### config.mk
export PLATFORM = sky130hd
export DESIGN_NAME = regfile_wb_arbiter
export DESIGN_NICKNAME = d
export VERILOG_FILES = /design/src/rtl/regfile_wb_arbiter.sv
export SDC_FILE = /design/constraint.sdc
export NUM_CORES = 1
export LEC_CHECK = 0
export CAP_MARGIN = 5
export CORE_MARGIN = 2
export CORE_UTILIZATION = 42
export CTS_BUF_LIST = sky130_fd_sc_hd__clkbuf_8
export CTS_CLUSTER_DIAMETER = 200
export DETAILED_ROUTE_END_ITERATION = 16
export PLACE_DENSITY = 0.84
export REMOVE_ABC_BUFFERS = 1
export SETUP_SLACK_MARGIN = 0.02
export SKIP_LAST_GASP = 1
export SLEW_MARGIN = 20
export SYNTH_ARGS = -nofsm -noshare
export SYNTH_HDL_FRONTEND = slang
export SYNTH_SLANG_ARGS = --single-unit
### constraint.sdc
create_clock -name clk -period 1.4 [get_ports clk]
set_input_delay 0.14 -clock clk [delete_from_list [all_inputs] [get_ports clk]]
set_output_delay 0.14 -clock clk [all_outputs]
set_load 0.02 [all_outputs]
### src/rtl/regfile_wb_arbiter.sv
// regfile_wb_arbiter
//   Write-back arbiter and pending-register scoreboard for the 32 x 32-bit
//   MIPS register file. The ALU result path and the load path share the
//   single register-file write port. Grants alternate round-robin when both
//   request. Load data is formatted by opcode. Writes to r0 are swallowed.
//   A busy vector marks destination registers with a write still in flight.
//
// Ports
//   clk, rst_n                      clock, asynchronous active-low reset
//   alu_valid/alu_rd/alu_data       ALU write-back request
//   alu_ready                       ALU request accepted this cycle (comb)
//   ld_valid/ld_rt/ld_data/ld_opcode  load write-back request
//   ld_ready                        load request accepted this cycle (comb)
//   alloc_valid/alloc_reg           decode allocates a destination register
//   rs, rt / rs_busy, rt_busy       hazard lookup of decode source registers
//   wr_en/wr_addr/wr_data           registered register-file write port
//   ld_op_err                       one-cycle pulse with wr_en: unknown load opcode
module regfile_wb_arbiter (
    input  logic        clk,
    input  logic        rst_n,
    input  logic        alu_valid,
    input  logic [4:0]  alu_rd,
    input  logic [31:0] alu_data,
    output logic        alu_ready,
    input  logic        ld_valid,
    input  logic [4:0]  ld_rt,
    input  logic [31:0] ld_data,
    input  logic [5:0]  ld_opcode,
    output logic        ld_ready,
    input  logic        alloc_valid,
    input  logic [4:0]  alloc_reg,
    input  logic [4:0]  rs,
    input  logic [4:0]  rt,
    output logic        rs_busy,
    output logic        rt_busy,
    output logic        wr_en,
    output logic [4:0]  wr_addr,
    output logic [31:0] wr_data,
    output logic        ld_op_err
);

    typedef enum logic {
        GRANT_ALU = 1'b0,
        GRANT_LD  = 1'b1
    } grant_t;

    grant_t      r_last_grant;
    logic        r_wr_en;
    logic [4:0]  r_wr_addr;
    logic [31:0] r_wr_data;
    logic        r_op_err;
    logic [31:0] r_busy;

    logic        w_alu_acc;
    logic        w_ld_acc;
    logic [31:0] w_ld_fmt;
    logic        w_ld_bad;
    logic [31:0] w_busy_set;
    logic [31:0] w_busy_clr;

    // ALU wins when alone or when the load path was granted last.
    assign w_alu_acc = alu_valid & (~ld_valid | (r_last_grant == GRANT_LD));
    assign w_ld_acc  = ld_valid & ~w_alu_acc;

    assign alu_ready = w_alu_acc;
    assign ld_ready  = w_ld_acc;

    always_comb begin
        w_ld_fmt = ld_data;
        w_ld_bad = 1'b0;
        case (ld_opcode)
            6'h20:   w_ld_fmt = {{24{ld_data[7]}}, ld_data[7:0]};
            6'h21:   w_ld_fmt = {{16{ld_data[15]}}, ld_data[15:0]};
            6'h23:   w_ld_fmt = ld_data;
            6'h24:   w_ld_fmt = {24'd0, ld_data[7:0]};
            6'h25:   w_ld_fmt = {16'd0, ld_data[15:0]};
            default: w_ld_bad = 1'b1;
        endcase
    end

    // Arbitration pointer and registered write port. Address/data hold
    // their previous values on cycles without a write (including r0).
    always_ff @(posedge clk or negedge rst_n) begin
        if (!rst_n) begin
            r_last_grant <= GRANT_LD;
            r_wr_en      <= 1'b0;
            r_wr_addr    <= '0;
            r_wr_data    <= '0;
            r_op_err     <= 1'b0;
        end else begin
            r_wr_en  <= 1'b0;
            r_op_err <= 1'b0;
            if (w_alu_acc) begin
                r_last_grant <= GRANT_ALU;
                if (alu_rd != 5'd0) begin
                    r_wr_en   <= 1'b1;
                    r_wr_addr <= alu_rd;
                    r_wr_data <= alu_data;
                end
            end else if (w_ld_acc) begin
                r_last_grant <= GRANT_LD;
                if (ld_rt != 5'd0) begin
                    r_wr_en   <= 1'b1;
                    r_wr_addr <= ld_rt;
                    r_wr_data <= w_ld_fmt;
                    r_op_err  <= w_ld_bad;
                end
            end
        end
    end

    // Set is applied after clear so a same-cycle re-allocation stays busy.
    assign w_busy_set = (alloc_valid && alloc_reg != 5'd0) ? (32'd1 << alloc_reg) : '0;
    assign w_busy_clr = r_wr_en ? (32'd1 << r_wr_addr) : '0;

    always_ff @(posedge clk or negedge rst_n) begin
        if (!rst_n) begin
            r_busy <= '0;
        end else begin
            r_busy <= (r_busy & ~w_busy_clr) | w_busy_set;
        end
    end

    assign rs_busy   = r_busy[rs];
    assign rt_busy   = r_busy[rt];
    assign wr_en     = r_wr_en;
    assign wr_addr   = r_wr_addr;
    assign wr_data   = r_wr_data;
    assign ld_op_err = r_op_err;

endmodule

* After elaboration in Yosys (flattened, before gate mapping)
Index checks and enable logic that the tools add are counted.
** Cells by class
- Order comparisons :: 2
- Equality and inequality tests :: 6
- Shifts and indexed selects :: 2
- Muxes and demuxes :: 25
- Bitwise logic cells :: 8
- Reduce and logical (&&, ||, !) cells :: 8
** Operator list (number)
- two-way mux 32 bit :: 6
- one-hot mux 32 bit (4 select lines) :: 1
- << shifter 1 x 5 -> 32 bit (first input constant) :: 2
- AND 32 bit :: 1
- inverter 32 bit :: 1
- bitwise OR 32 bit :: 1
- equality test 6 bit (second input constant) :: 5
- two-way mux 5 bit :: 4
- nonzero test 5 bit :: 3
- < comparator 5 x 6 -> 1 bit (second input constant) :: 2
- two-way mux 1 bit :: 12
- binary-select mux 1 bit (select 5 bit) :: 2
- OR reduction 5 bit :: 1
- nonzero test 2 bit :: 2
- AND reduction 3 bit :: 1
- AND 1 bit :: 2
- != test 2 x 1 -> 1 bit (second input constant) :: 1
- inverter 1 bit :: 2
- logical AND 1 bit :: 1
- bitwise OR 1 bit :: 1
** Storage, ports and cells
- Flip-flop bits (word level) :: 72
- Bits of input ports :: 100
- Output and inout port bits :: 43
- Word-level logic and storage cells :: 57

* Depth between registers and ports, before layout
Gate-level depths: netlist of the first run.
- Depth in word-level cells :: 7
- Depth in mapped cells :: 7

* Worst setup path before layout of the first run
Ideal clock, no wire load.
- Path kind :: register -> register
- From :: reg r_last_grant
- To :: reg r_wr_data[13], in the netlist wr_data[13]
- Library setup time :: 0.092 ns
- Arrival time :: 1.898 ns
- Required time :: 1.308 ns
- Slack :: -0.590 ns
- Cell stages (with the launch flop) :: 7
- Clock period less this slack :: 1.990 ns
- Cells stage by stage :: dfstp_2 -> a21boi_0 -> o21ai_1 -> o21a_1 -> buf_4 -> buf_2 -> o31ai_2
** Between the ends
- Cells in the longest elaborated chain, start to end :: 6
** RTL lines
- from (decl) :: line 47 : grant_t r_last_grant;
- from (signal assigned) :: line 85 : r_last_grant <= GRANT_LD;
- from (signal assigned) :: line 94 : r_last_grant <= GRANT_ALU;
- from (signal assigned) :: line 101 : r_last_grant <= GRANT_LD;
- bitwise OR 1 bit :: line 62 : assign w_alu_acc = alu_valid & (~ld_valid | (r_last_grant == GRANT_LD));
- AND 1 bit :: line 62
- inverter 1 bit :: line 63 : assign w_ld_acc = ld_valid & ~w_alu_acc;
- AND 1 bit :: line 63
- net ld_ready :: line 29 : output logic ld_ready,
- nonzero test 2 bit (no source line)
- AND reduction 3 bit (no source line)
- to (signal assigned) :: line 98 : r_wr_data <= alu_data;
- to (signal assigned) :: line 105 : r_wr_data <= w_ld_fmt;
- to (decl) :: line 50 : logic [31:0] r_wr_data;
The timed path passes the listed nets, and every way through them passes these cells.
A chain may end at the register's enable or synchronous reset.

* Worst setup path in the final report of the first run
- From :: reg r_busy[27]
- To :: out rt_busy
** Between the ends
- Cells in the longest elaborated chain, start to end :: 2
** RTL lines
- from (decl) :: line 52 : logic [31:0] r_busy;
- from (signal assigned) :: line 120 : r_busy <= (r_busy & ~w_busy_clr) | w_busy_set;
- binary-select mux 1 bit (select 5 bit) :: line 125 : assign rt_busy = r_busy[rt];
- two-way mux 1 bit (not written as such) :: line 125
- to (decl) :: line 35 : output logic rt_busy,
No other way between the ends. The select of a mux whose other input is x is not followed.

==> flow_metrics.tcl, run 1 <==
set metrics [dict create \
    path_clk_slew_ns 0.10 \
    clock.fmax_mhz 544.9 \
    detail_route.wl_per_cell_um 26.25 \
    final_period_minus_worst_setup_slack_ns 1.835 \
    yosysUniqueCellTypes 42 \
    worst-r2r-setup-slack_ns -0.31 \
    routabilityCongestion 1.036 \
    fillCellCount 457 \
    grt_setup_unrepaired "yes" \
    irDropWorstVdd_mv 0.6927 \
    grt_start_max_net_pins 33 \
    yosys.area.top_type "dfrtp_1" \
    setup_violations 52 \
    min_period_over_period 1.311 \
    maxSlewViolCount 0 \
    io_pins 143 \
    yosys.area.top_type_share 0.4461 \
    p_leak_nw 3.092 \
    synth_cells 437 \
    worst_pin_slew_ns 0.4158 \
    route.final.wire_length_um 20820 \
    clockBufferDepth 2 \
    synth_seq_cells 72 \
    grt_antenna_before_repair 0 \
    yosysWarnings 0 \
    final_antenna_net_count 0 \
    layout_net_count 759 \
    design_power_total_mw 9.510 \
    crit_path_max_fanout 3 \
    status "complete, but fails checks" \
    clock_sinks 72 \
    grt_pass1_vias 5085 \
    drt_drc_violations_left 0 \
    post-dp-hpwl_um 10630 \
    final_cell_area_um2 7375 \
    synth-edff-count 0 \
    die_outline_area_um2 10280 \
    detailroute.via_count 5162 \
    cts-root-buf "clkbuf_8" \
    post_drt_via_cell_ratio 6.509 \
    die_width_um 101.4 \
    failed_checks "setup timing" \
    crit_path_from "r_busy[27]" \
    critPathRequiredTime_ns 1.26 \
    num_antenna_cells 0 \
    syn_avg_cell_area_um2 9.113 \
    synth_sequential_area_ratio 0.4527 \
    synth_flop_cell "dfrtp_1" \
    ys_async_sr_fraction 1.000 \
    final_layout_size_suffix_gt1_frac 0.3614 \
    core_area_um2 9240 \
    hold_violation_count_in_the_final_report 0 \
    placement_rows 35 \
    floorplan.initialDensity 0.4310 \
    placed_area_um2 5939 \
    drt-initial-drc-count 575 \
    final_cell_mix "clkdlybuf4s50_1 (84), dfrtp_1 (66), buf_4 (57)" \
    regToRegStartpoint "r_last_grant" \
    fin_skew_ns 0.02530 \
    layout-area-overhead-vs-synth_pct 85.17 \
    max-slew-margin-rel 0.7228 \
    synth.cell_area_um2 3983 \
    htree_levels 3 \
    detail_route.first_pass.iterations 5 \
    grt.overflow.total 0 \
    buffer_ports.inserted 142 \
    grt_pass1_wl_um 27210 \
    crit_arrival_ns 1.70 \
    hold_class "in2async" \
    dpl_worst_slack_ns -0.8871 \
    ys_top_cells_by_area "dfrtp_1 (45%), mux2i_1 (11%), o21ai_0 (9.4%)" \
    number_of_clock_buffers_inserted_by_tritoncts 9 \
    fp.dieH_um 101.4 \
    cts_tree "done" \
    rr_worst_depth 8 \
    max_cap_viol_count 0 \
    insertion_delay_ns 0.38 \
    critical_setup_path_class "reg2out" \
    grt_util_all_layers 0.3493 \
    most_common_library_cell_in_the_layout_ignoring_fill_and_taps "clkdlybuf4s50_1" \
    power_density_nw_per_um2 1290 \
    endpoint_class_of_the_critical_path "primary output" \
    postLayoutSetupSlackWorst_ns -0.4352 \
    startpoint_type "flop" \
    regToRegEndpoint "wr_data[24]" \
]
## worst max-delay path by stage
stage / end / depth (start not counted)
global placement: rs_busy / 8
CTS: rt_busy / 6
finish: rt_busy / 6
floorplan: wr_data[15] / 6
detailed placement: rt_busy / 8
global route: rt_busy / 6
## synth_stat cells (2+ instances only)
| cell type | instances |
|---|---|
| nand2_1 | 61 |
| inv_1 | 3 |
| nand4b_1 | 4 |
| nand3_1 | 10 |
| or2_2 | 6 |
| nor2_1 | 12 |
| o31ai_1 | 5 |
| buf_4 | 3 |
| or4_1 | 2 |
| dfrtp_1 | 71 |
| a22oi_1 | 8 |
| a211oi_1 | 2 |
| nand4_1 | 2 |
| o31ai_2 | 7 |
| nor2b_1 | 6 |
| o21ai_1 | 30 |
| mux2i_1 | 45 |
| a21oi_1 | 30 |
| or3_1 | 3 |
| nand3b_1 | 2 |
| o21ai_0 | 75 |
| buf_2 | 7 |
| clkbuf_1 | 10 |
| nand2b_1 | 13 |
| and2_1 | 2 |
| a311o_1 | 2 |
## repair_timing
item / in CTS / in global routing
endpoints found under the setup margin: 91 / 72
gates cloned: 11 / 3
endpoints found under the hold margin: 12 / 0
pin swaps: 45 / 34
resized for setup: 177 / 136
setup buffers: 19 / 13
hold buffers: 1 / 0
## cell families (layout without fill, tap and decap cells)
group	Yosys count	in the layout	share of synthesized area
multiplexers	45	45	0.1131
flip-flops	72	72	0.4527
buffers and inverters	27	253	0.03236
AO/OA/AOI/OAI	167	168	0.2460
AND/OR/NAND/NOR	126	126	0.1558
## metrics by stage
step                        util  hold slack (ns)  instances  setup TNS [ns]
after floorplan                -          -0.1556        415          -48.48
after detailed placement  0.6428          0.07343        741          -24.74
after CTS                 0.7490           0.1861        788          -5.200
after global routing      0.7981           0.2161        793          -10.63
after global placement    0.6428          0.07448        741          -22.60
final                     0.7981           0.2155        793          -9.157
## layout make-up
| type | count | area [µm²] | area share |
|---|---|---|---|
| clock buffers | 10 | 137.6 | 0.01866 |
| clock inverters | 6 | 83.83 | 0.01137 |
| inverters | 5 | 43.79 | 0.005938 |
| multi-input cells | 339 | 2758 | 0.3739 |
| flip-flops and latches | 72 | 1809 | 0.2453 |
| well taps | 129 | 161.4 | 0.02189 |
| repair buffers | 229 | 2342 | 0.3176 |
| repair inverters | 3 | 38.79 | 0.005260 |
## routing by layer
layer  track usage  wire length, µm
met2        0.6062             9825
met5             0                0
met1        0.4104             7296
met3       0.06832             2356
met4        0.1798             1339
## power breakdown
| group | total (mW) | internal (mW) | switching, mW |
|---|---|---|---|
| Combinational | 4.02 | 1.92 | 2.10 |
| Sequential | 3.55 | 2.73 | 0.819 |
| Clock | 1.94 | 1.04 | 0.894 |
| Total | 9.51 | 5.70 | 3.81 |
## registers in the layout, summed over array words and instances, names as in the netlist
name	cells
ld_op_err	1
r_busy	32
r_last_grant	1
wr_addr	5
wr_data	32
wr_en	1
## worst max-delay path, stage by stage (launching register included)
cell and delay, ns:
dfrtp_1 0.45, mux2i_1 0.16, a22oi_1 0.10, nand3_1 0.09, nand2_1 0.06, a311o_1 0.33
buf_6 0.14
(Power assumes the default switching activity.)
==> run 2, diff against run 1 <==
==> constraint.sdc (replaced) <==
create_clock -name clk -period 1.4 [get_ports clk]
set_input_delay 0.14 -clock clk [delete_from_list [all_inputs] [get_ports clk]]
set_output_delay 0.14 -clock clk [all_outputs]
set_load 0.01 [all_outputs]
==> flow_metrics.tcl, run 2 (synthesis results as in run 1) <==
set metrics [dict create \
    status "complete, but fails checks" \
    failed_checks "setup timing" \
    placement_rows 35 \
    final_layout_size_suffix_gt1_frac 0.3576 \
    drt-initial-drc-count 626 \
    die_width_um 101.4 \
    grt_util_all_layers 0.3310 \
    grt_start_max_net_pins 34 \
    detail_route.first_pass.iterations 5 \
    critPathRequiredTime_ns 1.65 \
    setup_violations 51 \
    detail_route.wl_per_cell_um 25.09 \
    regToRegStartpoint "r_last_grant" \
    max_cap_viol_count 0 \
    layout-area-overhead-vs-synth_pct 84.32 \
    io_pins 143 \
    route.final.wire_length_um 20150 \
    power.sequential.fraction 0.371 \
    max-slew-margin-rel 0.7338 \
    maxSlewViolCount 0 \
    switchingPower_mw 3.542 \
    final_cell_mix "clkdlybuf4s50_1 (83), dfrtp_1 (67), buf_4 (59)" \
    cell_internal_pwr_mw 5.867 \
    insertion_delay_ns 0.36 \
    irDropWorstVdd_mv 0.6975 \
    worst_pin_slew_ns 0.3978 \
    clock.fmax_mhz 556.5 \
    regToRegEndpoint "wr_data[12]" \
    detailroute.via_count 5065 \
    final_period_minus_worst_setup_slack_ns 1.797 \
    clock_sinks 72 \
    htree_levels 3 \
    buffer_ports.inserted 142 \
    post_drt_via_cell_ratio 6.308 \
    post-dp-hpwl_um 10420 \
    power_switching_share 0.3765 \
    die_outline_area_um2 10280 \
    multi_input_area_um2 2615 \
    path_clk_slew_ns 0.09 \
    core_area_um2 9240 \
    crit_arrival_ns 2.05 \
    fin_skew_ns 0.02045 \
    power_density_nw_per_um2 1282 \
    crit_path_max_fanout 7 \
    drt_drc_violations_left 0 \
    hold_violation_count_in_the_final_report 0 \
    num_antenna_cells 0 \
    grt_antenna_before_repair 0 \
    p_leak_nw 3.171 \
    rr_worst_depth 7 \
    worst-r2r-setup-slack_ns -0.40 \
    min_period_over_period 1.284 \
    p_comb_frac 0.413 \
    routabilityCongestion 1.007 \
    final_antenna_net_count 0 \
    startpoint_type "flop" \
    cts-root-buf "clkbuf_8" \
    clockBufferDepth 2 \
    grt_pass1_vias 4895 \
    postLayoutSetupSlackWorst_ns -0.3971 \
    clock_power_share 0.216 \
    layout_net_count 770 \
    grt_pass1_wl_um 25880 \
    floorplan.initialDensity 0.4310 \
    regArea_um2 1808 \
    hold_class "in2async" \
    grt_setup_unrepaired "yes" \
    design_power_total_mw 9.409 \
    fp.dieH_um 101.4 \
    most_common_library_cell_in_the_layout_ignoring_fill_and_taps "clkdlybuf4s50_1" \
    number_of_clock_buffers_inserted_by_tritoncts 9 \
    timing.hold.ws_ns 0.2361 \
    grt.overflow.total 0 \
    endpoint_class_of_the_critical_path "flop" \
    critical_setup_path_class "reg2reg" \
    cts_tree "done" \
    fillCellCount 475 \
]
[run 2: area by class of cell]
cell class | count | share of cell area
clock inverter | 6 | 0.01500
timing repair inverter | 3 | 0.005625
clock buffer | 9 | 0.01687
sequential | 72 | 0.2463
timing repair buffer | 240 | 0.3327
tap | 129 | 0.02199
inverter | 5 | 0.005284
multi-input combinational | 339 | 0.3562
[run 2: worst max-delay path: stages (launching register included)]
cell and delay, ns:
dfstp_2 0.57, nand2b_4 0.17, nand2_8 0.08, buf_6 0.16, buf_6 0.11, o21ai_4 0.15
a21oi_2 0.11, o31ai_2 0.34
[run 2: how the worst max path moves through the flow]
stage / end / cells after the start / startpoint / slack [ns]
after floorplan: wr_data[15] / 6 / r_last_grant / -1.41
after global placement: rt_busy / 8 / rt[1] / -0.81
after detailed placement: rt_busy / 8 / rt[1] / -0.84
after CTS: rt_busy / 6 / r_busy[9] / -0.37
after global routing: rt_busy / 6 / r_busy[17] / -0.47
final: wr_data[12] / 7 / r_last_grant / -0.40
[run 2: timing repair]
item                                    4_1_cts  5_1_grt
resized for setup                           169      122
pin swaps                                    44       30
hold buffers                                  1        0
setup buffers                                23       18
endpoints found under the hold margin        12        0
endpoints found under the setup margin       90       71
gates cloned                                 13        0
[run 2: per-layer routing]
metal / global-route usage / vias to the layer above / share of wire
li1: - / 2058 / -
met1: 0.4057 / 2423 / 0.36
met2: 0.5680 / 477 / 0.48
met3: 0.07315 / 107 / 0.11
met4: 0.1320 / 0 / 0.060
met5: 0 / - / 0
[run 2: metrics by stage]
step	std cells	util	instance area [µm²]	setup WS, ns	TNS (ns)
after floorplan	415	-	3872	-1.410	-48.08
after global placement	742	0.6436	5947	-0.8076	-22.73
after detailed placement	742	0.6436	5947	-0.8399	-24.88
after CTS	792	0.7466	6899	-0.3657	-5.583
after global routing	803	0.7944	7341	-0.4747	-12.86
final	803	0.7944	7341	-0.3971	-11.99
[run 2: power by group through the flow]
stage	Combinational, mW	Sequential, mW	Clock [mW]
after floorplan	1.19	3.24	0
after global placement	2.68	3.38	0
after detailed placement	2.78	3.41	0
after CTS	3.21	3.35	1.95
after global routing	4.10	3.51	2.08
final	3.89	3.49	2.03
